[src/rtl/ghost_pkg.sv]
// ghost_pkg: definitions shared by the ghost mode sequencer and the ghost movers.
//   - one-hot mode codes driven onto the mover's mode input
//   - sequencer state type whose encoding is the one-hot mode itself
//   - direction codes used by the movers
//   - schedule helpers: phase reload length and the schedule mode for a phase
package ghost_pkg;

    localparam logic [3:0] MODE_CHASE   = 4'b1000;
    localparam logic [3:0] MODE_SCATTER = 4'b0100;
    localparam logic [3:0] MODE_FRIGHT  = 4'b0010;
    localparam logic [3:0] MODE_EATEN   = 4'b0001;

    // State encoding equals the mode code, so the mode output is the state register.
    typedef enum logic [3:0] {
        ST_CHASE   = MODE_CHASE,
        ST_SCATTER = MODE_SCATTER,
        ST_FRIGHT  = MODE_FRIGHT,
        ST_EATEN   = MODE_EATEN
    } ghost_state_t;

    localparam logic [1:0] LEFT  = 2'd0;
    localparam logic [1:0] RIGHT = 2'd1;
    localparam logic [1:0] UP    = 2'd2;
    localparam logic [1:0] DOWN  = 2'd3;

    // Move count loaded when the schedule enters phase ph. Phase 7 is the
    // unbounded chase and never reloads, so its value is irrelevant.
    function automatic int unsigned phase_reload(input logic [2:0]  ph,
                                                 input int unsigned scatter_l,
                                                 input int unsigned scatter_s,
                                                 input int unsigned chase);
        case (ph)
            3'd1, 3'd3, 3'd5: return chase;
            3'd2:             return scatter_l;
            3'd4, 3'd6:       return scatter_s;
            3'd0:             return scatter_l;
            default:          return 0;
        endcase
    endfunction

    // Even phases scatter, odd phases chase.
    function automatic ghost_state_t sched_mode(input logic [2:0] ph);
        return ph[0] ? ST_CHASE : ST_SCATTER;
    endfunction

endpackage

[src/rtl/move_pacer.sv]
// move_pacer: paces ghost moves.
//   A free-running cycle counter (gated by run) marks one move boundary every
//   MOVE_PERIOD cycles; a registered update window follows each boundary for
//   UPDATE_LEN cycles. Dropping run freezes the counter and aborts the window.
// Ports:
//   sysclk    in   clock
//   resetn    in   async active-low reset
//   run       in   1 = pacing active
//   boundary  out  combinational strobe, run & cnt==MOVE_PERIOD-1
//   update    out  registered move window
module move_pacer #(
    parameter int MOVE_PERIOD = 64,
    parameter int UPDATE_LEN  = 8
) (
    input  logic sysclk,
    input  logic resetn,
    input  logic run,
    output logic boundary,
    output logic update
);

    localparam int CW = (MOVE_PERIOD > 1) ? $clog2(MOVE_PERIOD) : 1;
    localparam int LW = $clog2(UPDATE_LEN + 1);
    localparam logic [CW-1:0] CNT_LAST = CW'(MOVE_PERIOD - 1);

    logic [CW-1:0] cnt;
    logic [LW-1:0] rem;   // window cycles left, including the current one

    assign boundary = run && (cnt == CNT_LAST);

    always_ff @(posedge sysclk or negedge resetn) begin
        if (!resetn) begin
            cnt    <= '0;
            rem    <= '0;
            update <= 1'b0;
        end else begin
            if (run)
                cnt <= boundary ? '0 : cnt + CW'(1);

            if (boundary) begin
                rem    <= LW'(UPDATE_LEN);
                update <= 1'b1;
            end else if (!run) begin
                rem    <= '0;
                update <= 1'b0;
            end else if (rem != '0) begin
                rem    <= rem - LW'(1);
                update <= (rem > LW'(1));
            end
        end
    end

endmodule

[src/rtl/ghost_mode_sequencer.sv]
// ghost_mode_sequencer: per-ghost upstream controller for a ghost mover.
//   Paces moves (move_pacer), runs the scatter/chase schedule, enters
//   frightened on energizer, eaten on capture, and returns to the schedule
//   when the ghost reaches the house. All mode/rotate/phase/timer changes
//   happen on a move boundary, so they are stable across the update window.
// Ports:
//   sysclk       in   clock
//   resetn       in   async active-low reset
//   run          in   1 = game running, 0 = freeze pacing and timers
//   energizer    in   pulse: energizer eaten
//   ghost_eaten  in   pulse: this ghost captured
//   ghost_home   in   pulse: this ghost reached the house
//   mode         out  one-hot 1000 chase, 0100 scatter, 0010 frightened, 0001 eaten
//   rotate       out  reversal request for the coming move
//   update       out  move window
//   phase        out  schedule phase 0..7
module ghost_mode_sequencer
    import ghost_pkg::*;
#(
    parameter int MOVE_PERIOD     = 64,
    parameter int UPDATE_LEN      = 8,
    parameter int SCATTER_L_MOVES = 56,
    parameter int SCATTER_S_MOVES = 40,
    parameter int CHASE_MOVES     = 160,
    parameter int FRIGHT_MOVES    = 48,
    parameter int TW              = 12
) (
    input  logic       sysclk,
    input  logic       resetn,
    input  logic       run,
    input  logic       energizer,
    input  logic       ghost_eaten,
    input  logic       ghost_home,
    output logic [3:0] mode,
    output logic       rotate,
    output logic       update,
    output logic [2:0] phase
);

    localparam logic [TW-1:0] SCHED_INIT  = TW'(SCATTER_L_MOVES);
    localparam logic [TW-1:0] FRIGHT_INIT = TW'(FRIGHT_MOVES);
    localparam logic [TW-1:0] ONE         = TW'(1);

    logic boundary;

    move_pacer #(
        .MOVE_PERIOD (MOVE_PERIOD),
        .UPDATE_LEN  (UPDATE_LEN)
    ) u_pacer (
        .sysclk   (sysclk),
        .resetn   (resetn),
        .run      (run),
        .boundary (boundary),
        .update   (update)
    );

    ghost_state_t  state_q, state_d;
    logic          rot_q, rot_d;
    logic [2:0]    phase_q, phase_d, phase_nx;
    logic [TW-1:0] sched_q, sched_d;
    logic [TW-1:0] fright_q, fright_d;
    logic          pend_e, pend_g, pend_h;
    logic          ev_e, ev_g, ev_h;

    // A pulse landing on the boundary cycle itself is folded into that
    // boundary's decision rather than being lost by the flag clear.
    assign ev_e = pend_e | energizer;
    assign ev_g = pend_g | ghost_eaten;
    assign ev_h = pend_h | ghost_home;

    assign phase_nx = phase_q + 3'd1;

    always_ff @(posedge sysclk or negedge resetn) begin
        if (!resetn) begin
            pend_e <= 1'b0;
            pend_g <= 1'b0;
            pend_h <= 1'b0;
        end else if (boundary) begin
            pend_e <= 1'b0;
            pend_g <= 1'b0;
            pend_h <= 1'b0;
        end else begin
            pend_e <= ev_e;
            pend_g <= ev_g;
            pend_h <= ev_h;
        end
    end

    always_ff @(posedge sysclk or negedge resetn) begin
        if (!resetn) begin
            state_q  <= ST_SCATTER;
            rot_q    <= 1'b0;
            phase_q  <= 3'd0;
            sched_q  <= SCHED_INIT;
            fright_q <= '0;
        end else begin
            state_q  <= state_d;
            rot_q    <= rot_d;
            phase_q  <= phase_d;
            sched_q  <= sched_d;
            fright_q <= fright_d;
        end
    end

    always_comb begin
        state_d  = state_q;
        rot_d    = rot_q;
        phase_d  = phase_q;
        sched_d  = sched_q;
        fright_d = fright_q;

        if (boundary) begin
            rot_d = 1'b0;
            if (state_q == ST_EATEN && ev_h) begin
                state_d = sched_mode(phase_q);
            end else if (state_q == ST_FRIGHT && ev_g) begin
                // Capture wins over a same-window energizer.
                state_d  = ST_EATEN;
                fright_d = '0;
            end else if (ev_e && state_q != ST_EATEN) begin
                // A repeat energizer only refreshes the timer; no second reversal.
                state_d  = ST_FRIGHT;
                fright_d = FRIGHT_INIT;
                rot_d    = (state_q != ST_FRIGHT);
            end else if (state_q == ST_FRIGHT) begin
                if (fright_q <= ONE) begin
                    state_d  = sched_mode(phase_q);
                    fright_d = '0;
                end else begin
                    fright_d = fright_q - ONE;
                end
            end else if (state_q == ST_SCATTER || state_q == ST_CHASE) begin
                // Phase 7 is the final unbounded chase: schedule timer holds.
                if (phase_q != 3'd7) begin
                    if (sched_q == ONE) begin
                        phase_d = phase_nx;
                        sched_d = TW'(phase_reload(phase_nx, SCATTER_L_MOVES,
                                                   SCATTER_S_MOVES, CHASE_MOVES));
                        state_d = sched_mode(phase_nx);
                        rot_d   = 1'b1;
                    end else if (sched_q != '0) begin
                        sched_d = sched_q - ONE;
                    end
                end
            end
        end
    end

    assign mode   = state_q;
    assign rotate = rot_q;
    assign phase  = phase_q;

endmodule

[config.mk]
export PLATFORM = sky130hd
export DESIGN_NAME = ghost_mode_sequencer
export DESIGN_NICKNAME = d
export VERILOG_FILES = /design/src/rtl/ghost_pkg.sv /design/src/rtl/move_pacer.sv /design/src/rtl/ghost_mode_sequencer.sv
export SDC_FILE = /design/constraint.sdc
export NUM_CORES = 1
export LEC_CHECK = 0
export BUFFER_PORTS_ARGS = -buffer_cell sky130_fd_sc_hd__buf_2
export CELL_PAD_IN_SITES_DETAIL_PLACEMENT = 0
export CELL_PAD_IN_SITES_GLOBAL_PLACEMENT = 1
export CORE_MARGIN = 5
export CORE_UTILIZATION = 48
export DETAILED_ROUTE_END_ITERATION = 12
export GPL_TIMING_DRIVEN = 0
export PLACE_DENSITY = 0.85
export SLEW_MARGIN = 5
export SYNTH_ARGS = -nofsm -noshare
export SYNTH_HDL_FRONTEND = slang
export SYNTH_SLANG_ARGS = --single-unit
[constraint.sdc]
create_clock -name sysclk -period 2.7 [get_ports sysclk]
set_input_delay 0.54 -clock sysclk [delete_from_list [all_inputs] [get_ports sysclk]]
set_output_delay 0.54 -clock sysclk [all_outputs]
set_load 0.1 [all_outputs]
======== Word-level counts from Yosys, hierarchy flattened ========
Cells that the tools add are included.
cells by class
  multiplexer cells ....................... 34
  $lt $le $gt $ge ......................... 2
  reduce and logical (&&, ||, !) cells .... 20
  $add $sub $neg .......................... 5
  equality and inequality tests ........... 17
  bitwise logic cells ..................... 7
operators by type and width
  kind                                                                      count
  12-bit 2-to-1 mux                                                         6
  4-bit 2-to-1 mux                                                          13
  8-bit one-hot mux with 3 select lines                                     1
  12-bit by 1-bit subtractor with 12-bit output (second input constant)     2
  8-bit AND reduction                                                       2
  5-bit nonzero test                                                        3
  1-bit 2-to-1 mux                                                          13
  12-bit by 1-bit equality test with 1-bit output (second input constant)   1
  12-bit by 1-bit <= comparator with 1-bit output (second input constant)   1
  12-bit nonzero test                                                       1
  3-bit equality test (second input constant)                               3
  6-bit by 1-bit adder with 6-bit output (second input constant)            1
  3-bit by 2-bit equality test with 1-bit output (second input constant)    2
  6-bit equality test (second input constant)                               1
  6-bit 2-to-1 mux                                                          1
  5-bit by 2-bit inequality test with 1-bit output (second input constant)  1
  5-bit AND reduction                                                       1
  4-bit by 1-bit equality test with 1-bit output (second input constant)    1
  4-bit by 2-bit equality test with 1-bit output (second input constant)    1
  4-bit by 3-bit equality test with 1-bit output (second input constant)    1
  4-bit equality test (second input constant)                               1
  4-bit by 1-bit > comparator with 1-bit output (second input constant)     1
  1-bit logical AND                                                         4
  4-bit by 1-bit inequality test with 1-bit output (second input constant)  1
  16 further kinds                                                          22
storage, ports and cells
  output and inout port bits .............. 9
  logic and storage cells ................. 96
  register bits after elaboration ......... 46
  input port bits ......................... 6

======== Depth between registers and ports, before layout ========
Gate-level depths: netlist of run 1.
  word-level depth ........................ 9
  gate-level depth with buffers ........... 8
  depth with buffers taken out ............ 7

======== Hierarchy ========
A second synthesis of run 1 with hierarchy kept.
unflattened totals
  cell total of the unflattened synthesis .. 291
  area total of the unflattened synthesis .. 2726.4 um^2
by module, submodules not included
  module                cells an instance  times used  area each (um^2)  seq. area each (um^2)
  ghost_mode_sequencer  239                1           2169.6            880.8
  move_pacer            52                 1           556.8             275.3

======== Least setup slack after synthesis of run 1 ========
No wires, ideal clock.
  path type ............................... register -> register
  start ................................... reg phase_q[0], in the netlist phase[0]
  end ..................................... reg sched_q[10]
  clock period less this slack ............ 2613 ps
  setup slack ............................. 87 ps
  arrival ................................. 2486 ps
  cell stages (with the launch flop) ...... 7
  data required time ...................... 2572 ps
  buffers on the path ..................... 0
  setup time .............................. 128 ps
  cells stage by stage .................... dfrtp_1 ha_1 ha_1 nor4_4 nand3_2 nor4_1 mux2_1
on the way
  word-level cells in the longest chain between the ends .. 2
ends and longest elaborated chain
  element                        line                         source
  from (decl)                    ghost_mode_sequencer.sv:59   logic [2:0] phase_q, phase_d, phase_nx;
  from (signal assigned)         ghost_mode_sequencer.sv:99   phase_q <= phase_d;
  3-bit inequality test          ghost_mode_sequencer.sv:134  if (phase_q != 3'd7) begin
  8-bit AND reduction (no line)  n/a
  to (signal assigned)           ghost_mode_sequencer.sv:100  sched_q <= sched_d;
  to (decl)                      ghost_mode_sequencer.sv:60   logic [TW-1:0] sched_q, sched_d;
Every way passes these cells.
A chain may end at the register's enable or synchronous reset.

======== Final worst setup path of run 1 ========
Same ends and word-level chain as after synthesis.

==> results of run 1 <==
## cell usage in the layout (no fill, tap or decap), types with 3 or more instances in the layout
cell,synthesis,routed
o21ai_0,14,14
nand4_1,6,6
nor2_1,25,25
ha_1,14,14
mux2_1,6,6
nor4_2,3,3
buf_2,5,18
nor3b_1,3,3
a22o_1,3,3
o31ai_1,4,4
nand3_1,5,5
o211ai_1,3,3
nor2b_1,3,3
inv_1,15,15
or3_1,3,3
or4_1,5,5
xnor2_1,5,5
mux2i_1,3,3
a21o_1,3,3
a21oi_1,10,10
nor3_1,5,5
xor2_1,3,3
nor4_1,5,5
clkbuf_8,0,6
o21ai_1,8,8
nand2_1,25,25
dfstp_2,4,4
o41ai_1,3,3
dfrtp_1,42,42
## routing by layer
metal  up-vias  routed length [um]  track usage [%]
met5         -                   0                0
met4         0                  60             4.17
met3         7                 196             3.79
met2        28                2440             27.0
met1       990                2630             22.0
li1       1047                   -                -
## worst max-delay path, delay by kind of cell, from the launching register on
family                     cells  cell delay, ns
and+or+nand+nor                3            0.93
DFF                            1            0.48
adders and majority gates      2            0.45
muxes                          1            0.36
## area by class of cell
| cell class | count | area (um^2) | share of cell area [%] |
|---|---|---|---|
| buffer | 6 | 36.3 | 1.21 |
| clock buffer | 7 | 86.3 | 2.89 |
| tap | 72 | 90.1 | 3.01 |
| clock inverter | 1 | 30.0 | 1.00 |
| inverter | 15 | 56.3 | 1.88 |
| timing repair buffer | 13 | 65.1 | 2.18 |
| sequential | 46 | 1160 | 38.7 |
| multi-input combinational | 206 | 1470 | 49.2 |
## power by group through the flow
stage	sequential, mW	combinational, mW	clock, mW
floorplan	0.922	0.258	0
global placement	0.863	0.403	0
detailed placement	0.863	0.406	0
CTS	0.851	0.410	0.549
global route	0.867	0.460	0.586
finish	0.851	0.406	0.532
## synthesized netlist by cell type (all sizes together), types with 2 or more instances
master / number / area (um^2)
a211oi: 3 / 35.0
nand4: 7 / 58.8
or2: 2 / 12.5
nor3: 6 / 41.3
dfstp: 4 / 105
a21o: 3 / 22.5
a2bb2oi: 2 / 17.5
o22ai: 2 / 12.5
o31ai: 4 / 30.0
nor2b: 3 / 18.8
nor2: 27 / 106
dfrtp: 42 / 1050
o21bai: 2 / 15.0
a22o: 3 / 26.3
or3: 3 / 18.8
inv: 15 / 56.3
nor4: 9 / 90.1
buf: 6 / 36.3
o211ai: 3 / 22.5
and2b: 2 / 15.0
nor3b: 3 / 22.5
nand3: 6 / 35.0
ha: 14 / 175
nand2: 25 / 93.8
mux2i: 3 / 30.0
o41ai: 4 / 42.6
mux2: 8 / 90.1
nor4b: 3 / 53.8
o21ai: 22 / 110
a21oi: 11 / 58.8
xor2: 3 / 26.3
or4: 5 / 37.5
xnor2: 5 / 43.8
## kinds of logic after synthesis
group,count (synthesis),share of synthesized area [%]
muxes,11,4.42
and+or+nand+nor,106,23.6
DFF,46,42.5
xor gates and xnor gates,8,2.58
AOI/OAI and AO/OA,67,17.1
adders and majority gates,14,6.44
buffers and inverters,21,3.41
## state kept, by name (all words and copies together) (netlist names), 3 cells and up
signal and flops:
phase 3, u_pacer.rem 4, u_pacer.cnt 6, fright_q 12
sched_q 12, mode 4
## how the worst min path moves through the flow
stage	startpoint	end	slack (ns)
global placement	rotate	rotate	0.46
CTS	resetn	u_pacer.rem[0]	0.47
detailed placement	rotate	rotate	0.47
floorplan	resetn	fright_q[0]	0.24
global route	resetn	pend_h	0.50
finish	resetn	rotate	0.42
==> results.cfg, run 1 <==
[run_status]
status = complete, no violations

[setup_path]
slowest_delay_ns = 0.48
r2r_setup_slack_ns = 0.38
startpoint = phase[0]
worstPathArrival_ns = 2.51
r2r-end = sched_q[10]
path_common_cell = ha_1
cp_max_fo = 7
cp-endpoint = sched_q[10]
critPathCaptureType = register
worstSetupPathType = reg2reg
cp_cell_sequence = ha_1 > ha_1 > nor4_4 > nand3_2 > nor4_1 > mux2_1
critical-path-slowest-cell = dfrtp_1
required_ns = 2.89
start_kind = register
r2r_start = phase[0]
r2r_cells = 6

[routing]
firstDrtPassIters = 4
routed_wl_mm = 5.33
vias = 2072
wire_per_inst_um = 14.6
via_per_inst = 5.66
drt_iter0_drc = 164
drc = 0
ant_nets = 0

[timing]
fin_crit_ns = 2.32
fin_setup_tns_ns = 0
fmax_mhz = 430
fin_skew_ns = 0.0104
finalWorstSetupSlack_ns = 0.375
slew-limit-headroom_pct = 30.6
setup_viol = 0
hold_viol = 0
slew_viol_final = 0
hold_ws_ns = 0.420
fin_crit_sh_pct = 86.1
tightest_slew_ns = 1.04
rsz0062_at_grt = no

[clock_network]
cts-resized-gates = 0
htreeDepth = 2
root_buffer = clkbuf_8
clockBufferDepth = 2
post_cts_buffers = 0
cts_tree = yes
clk_pin_slew_ns = 0.09
worstSkewPairLatency_ns = 0.30
cts_hold_buffers = 0
numCtsBuffers = 5
cts_sinks = 46

[final_layout]
fin_cells = 366
fin_area_mm2 = 0.00299
fin_util_pct = 54.3
drive_above_1_share_pct = 16.3
final_nets = 313
final.fill_count = 508
area_growth_pct = 9.99
diodes = 0

[floorplanning]
rows = 27
ioPinCount = 15
start_util_pct = 49.4
die_y_um = 85.3
die_area_mm2 = 0.00727
die_x_um = 85.3
core_area_mm2 = 0.00551

[power_and_ir_drop]
p_int_mw = 1.21
power.density_mw_per_mm2 = 598
clkPwrFrac_pct = 29.8
swShare_pct = 32.1
p_switching_mw = 0.574
peakVddDrop_v = 0.000337
total_power_mw = 1.79
pwr-share-comb_pct = 22.7
p_leak_nw = 1.35
pwr-share-seq_pct = 47.6

[grt]
grt_usage_pct = 16.5
grt_pass1_vias = 2089
antenna_found_initial = 0
grt_max_degree = 47
grt_remaining_overflow = 0
grt_first_pass_wirelength_mm = 9.82

[synthesis]
syn_nets = 293
yosysSeqAreaShare_pct = 42.5
synthArstFlopShare_pct = 100
avgSynthCellArea_um2 = 9.96
synth_edf_count = 0
ys_types = 60
synth_cells = 273
ys_warn_count = 0
syn_area_mm2 = 0.00272
ys_seq_elements = 46
synth-main-ff-cell = dfrtp_1

[placed_design]
gp_congestion = 0.761
dp_slack_ns = 0.314
dp_hpwl_mm = 3.80
dp_cells = 358
port_buffers = 13
place_area_mm2 = 0.00287

[hold_path]
min_path_type = in2async

[job]
drv_cap = 0
(Power assumes the default switching activity.)
==> inputs of run 2 (changes only) <==
--- a/config.mk
+++ b/config.mk
@@ -9,10 +9,10 @@
 export CELL_PAD_IN_SITES_DETAIL_PLACEMENT = 0
 export CELL_PAD_IN_SITES_GLOBAL_PLACEMENT = 1
 export CORE_MARGIN = 5
-export CORE_UTILIZATION = 48
+export CORE_UTILIZATION = 25
 export DETAILED_ROUTE_END_ITERATION = 12
 export GPL_TIMING_DRIVEN = 0
-export PLACE_DENSITY = 0.85
+export PLACE_DENSITY = 0.53
 export SLEW_MARGIN = 5
 export SYNTH_ARGS = -nofsm -noshare
 export SYNTH_HDL_FRONTEND = slang
==> constraint.sdc (replaced) <==
create_clock -name sysclk -period 2.4 [get_ports sysclk]
set_input_delay 0.48 -clock sysclk [delete_from_list [all_inputs] [get_ports sysclk]]
set_output_delay 0.48 -clock sysclk [all_outputs]
set_load 0.1 [all_outputs]
==> results.cfg, run 2 (synthesis results as in run 1) <==
[routing]
wire_per_inst_um = 14.0
routed_wl_mm = 6.08
via_per_inst = 4.74
drc = 0
vias = 2057
ant_nets = 0
firstDrtPassIters = 4
drt_iter0_drc = 92

[clock_network]
htreeDepth = 2
cts_tree = yes
cts_sinks = 46
root_buffer = clkbuf_8
numCtsBuffers = 5
clk_pin_slew_ns = 0.10
clockBufferDepth = 2
worstSkewPairLatency_ns = 0.31
post_cts_buffers = 0
cts_hold_buffers = 0
cts-resized-gates = 0

[final_layout]
layout_commonest_cell = dfrtp_1
mostFrequentLayoutCells = dfrtp_1 (37), nand2_1 (25), nor2_1 (25)
diodes = 0
multi_input_area_mm2 = 0.00149
reg_top3 = fright_q x12, sched_q x12, u_pacer.cnt x6
regArea_mm2 = 0.00117
final_nets = 313
drive_above_1_share_pct = 19.4
area_growth_pct = 14.8
final.fill_count = 1181

[hold_path]
min_path_type = in2async

[floorplanning]
core_area_mm2 = 0.0107
die_area_mm2 = 0.0131
rows = 38
die_x_um = 114
start_util_pct = 25.3
ioPinCount = 15
die_y_um = 114

[grt]
grt_first_pass_wirelength_mm = 10.4
antenna_found_initial = 0
grt_max_degree = 47
grt_remaining_overflow = 0
grt_pass1_vias = 2030
grt_usage_pct = 9.84

[timing]
setup_viol = 0
rsz0062_at_grt = no
slew-limit-headroom_pct = 28.6
hold_ws_ns = 0.360
slew_viol_final = 0
fmax_mhz = 436
hold_viol = 0
fin_crit_sh_pct = 95.6
fin_skew_ns = 0.0122
tightest_slew_ns = 1.07
fin_crit_ns = 2.29
fin_setup_tns_ns = 0

[setup_path]
critPathCaptureType = register
worstPathArrival_ns = 2.48
r2r_setup_slack_ns = 0.11
required_ns = 2.59
r2r_cells = 6
cp_max_fo = 7
start_kind = register
worstSetupPathType = reg2reg

[placed_design]
dp_hpwl_mm = 4.31
port_buffers = 13
gp_congestion = 0.751

[power_and_ir_drop]
p_leak_nw = 1.36
peakVddDrop_v = 0.000306
power.density_mw_per_mm2 = 683

[job]
drv_cap = 0

[run_status]
status = complete, no violations
run 2: critical path: stages (launching register included):
cell and delay [ns]:
dfstp_4 0.61, buf_2 0.19, nor4b_4 0.09, a211oi_4 0.41, nand3_2 0.21, nor4_1 0.32, mux2_1 0.36
run 2: final timing paths:
check	startpoint	end
min in group sysclk	ghost_eaten	pend_g
min reg2reg	rotate	rotate
min	resetn	u_pacer.rem[0]
max	mode[2]	sched_q[10]
max reg2reg	mode[2]	sched_q[10]
max in group asynchronous	resetn	mode[0]
run 2: power by group:
part / internal, mW / total, mW / switching (mW) / leakage, nW
Combinational: 0.161 / 0.460 / 0.298 / 0.711
Sequential: 0.866 / 0.961 / 0.0945 / 0.582
Clock: 0.418 / 0.712 / 0.294 / 0.0683
Total: 1.45 / 2.13 / 0.687 / 1.36
run 2: final cells by class:
type / count / area share, %
plain buffers: 6 / 1.16
repair buffers: 13 / 2.08
multi-input cells: 206 / 47.6
well taps: 140 / 5.61
flip-flops and latches: 46 / 37.4
clock buffers: 5 / 2.20
clock inverters: 3 / 2.20
inverters: 15 / 1.80
run 2: metal layers:
layer  vias to the layer above  GRT usage (%)  share of wire [%]
met5                         -              0                  0
met4                         0           3.01                1.1
met1                       991           14.2                 51
met2                        18           14.9                 45
met3                         5           1.80                2.7
li1                       1043              -                  -
run 2: per-stage QoR:
stage / std cells / util (%) / setup WS [ns] / area [um^2] / total power [mW]
6_report: 434 / 29.1 / 0.106 / 3120 / 2.13
5_1_grt: 434 / 29.1 / 0.00584 / 3120 / 2.27
4_1_cts: 434 / 28.9 / 0.0980 / 3110 / 2.16
3_5_place_dp: 426 / 27.6 / 0.0691 / 2970 / 1.44
3_3_place_gp: 426 / 27.6 / 0.0464 / 2970 / 1.44
2_1_floorplan: 273 / - / 0.0397 / 2730 / 1.33
==> inputs of run 3 (changes only) <==
==> constraint.sdc (replaced) <==
create_clock -name sysclk -period 2.4 [get_ports sysclk]
set_input_delay 0.48 -clock sysclk [delete_from_list [all_inputs] [get_ports sysclk]]
set_output_delay 0.48 -clock sysclk [all_outputs]
set_load 0.01 [all_outputs]
==> results.cfg, run 3 (synthesis results as in run 1) <==
[floorplanning]
die_area_mm2 = 0.0131
die_y_um = 114
ioPinCount = 15
rows = 38
die_x_um = 114
start_util_pct = 25.3
core_area_mm2 = 0.0107

[routing]
routed_wl_mm = 6.02
drt_iter0_drc = 69
drc = 0
ant_nets = 0
vias = 2069
firstDrtPassIters = 4
via_per_inst = 4.77
wire_per_inst_um = 13.9

[timing]
slew_viol_final = 0
fmax_mhz = 437
hold_ws_ns = 0.374
fin_crit_sh_pct = 95.3
hold_viol = 0
fin_skew_ns = 0.0121
rsz0062_at_grt = no
tightest_slew_ns = 1.10
fin_crit_ns = 2.29
slew-limit-headroom_pct = 26.4
setup_viol = 0
fin_setup_tns_ns = 0

[grt]
grt_max_degree = 47
grt_usage_pct = 9.86
grt_remaining_overflow = 0
antenna_found_initial = 0
grt_first_pass_wirelength_mm = 10.5
grt_pass1_vias = 2084

[clock_network]
htreeDepth = 2
cts_sinks = 46
clk_pin_slew_ns = 0.10
post_cts_buffers = 0
cts-resized-gates = 0
numCtsBuffers = 5
worstSkewPairLatency_ns = 0.31
cts_hold_buffers = 0
clockBufferDepth = 2
cts_tree = yes
root_buffer = clkbuf_8

[setup_path]
slowest_delay_ns = 0.48
critical-path-slowest-cell = dfrtp_1
required_ns = 2.59
start_kind = register
path_common_cell = ha_1
r2r_cells = 6
cp_cell_sequence = ha_1 > ha_1 > nor4_4 > nand3_2 > nor4_1 > mux2_1
critPathCaptureType = register
worstPathArrival_ns = 2.48
worstSetupPathType = reg2reg
cp_max_fo = 7

[final_layout]
drive_above_1_share_pct = 17.0
mostFrequentLayoutCells = dfrtp_1 (42), nand2_1 (25), nor2_1 (25)
final_nets = 313
layout_commonest_cell = dfrtp_1
final.fill_count = 1191
diodes = 0
reg_top3 = fright_q x12, sched_q x12, u_pacer.cnt x6
area_growth_pct = 13.3

[placed_design]
gp_congestion = 0.731
dp_hpwl_mm = 4.27
port_buffers = 13

[power_and_ir_drop]
power.density_mw_per_mm2 = 630
peakVddDrop_v = 0.000302
p_leak_nw = 1.35

[run_status]
status = complete, no violations

[job]
drv_cap = 0

[hold_path]
min_path_type = in2async
run 3: cell count changes in the layout (fill, tap and decap cells not counted), sizes merged:
cell and delta:
bufinv -1, clkbuf +1, clkinv -1, clkinvlp +1
run 3: worst paths after layout:
path | slack (ns) | startpoint | end
max reg2reg | 0.11 | phase[0] | sched_q[10]
min in group sysclk | 0.43 | ghost_eaten | pend_g
max | 0.11 | phase[0] | sched_q[10]
min | 0.37 | resetn | u_pacer.rem[0]
min reg2reg | 0.48 | rotate | rotate
max in group asynchronous | 1.35 | resetn | fright_q[1]
run 3: critical path: cells and delay by family, from the launching register on:
kind	cells	cell delay [ns]
mux	1	0.35
flops	1	0.48
fa+ha+maj	2	0.46
simple gates	3	0.88
run 3: through the flow:
step / utilization [%] / instances / area [um^2] / setup slack (ns) / total power, mW
after floorplan: - / 273 / 2720 / 0.285 / 1.25
after global placement: 27.5 / 426 / 2960 / 0.0566 / 1.36
after detailed placement: 27.5 / 426 / 2960 / 0.0397 / 1.36
after CTS: 28.6 / 434 / 3070 / 0.113 / 1.97
after global routing: 28.7 / 434 / 3080 / 0.000870 / 2.08
final: 28.7 / 434 / 3080 / 0.112 / 1.94
run 3: routing by layer:
| metal | global-route usage [%] | vias to the layer above | share of wire [%] |
|---|---|---|---|
| li1 | - | 1042 | - |
| met1 | 13.8 | 1002 | 51 |
| met2 | 15.5 | 18 | 46 |
| met3 | 1.96 | 7 | 2.4 |
| met4 | 2.93 | 0 | 1.3 |
| met5 | 0 | - | 0 |
run 3: cell type report:
cell class | instances | area (um^2) | share of cell area, %
repair buffers | 13 | 65.1 | 2.11
clock buffers | 6 | 72.6 | 2.36
clock inverters | 2 | 37.5 | 1.22
well taps | 140 | 175 | 5.69
flip-flops and latches | 46 | 1160 | 37.5
plain buffers | 6 | 36.3 | 1.18
multi-input cells | 206 | 1480 | 48.1
inverters | 15 | 56.3 | 1.83
run 3: where the power goes:
part	internal, mW	leakage [nW]	switching [mW]
clock	0.311	0.0514	0.283
sequential	0.866	0.589	0.0940
combinational	0.162	0.711	0.226
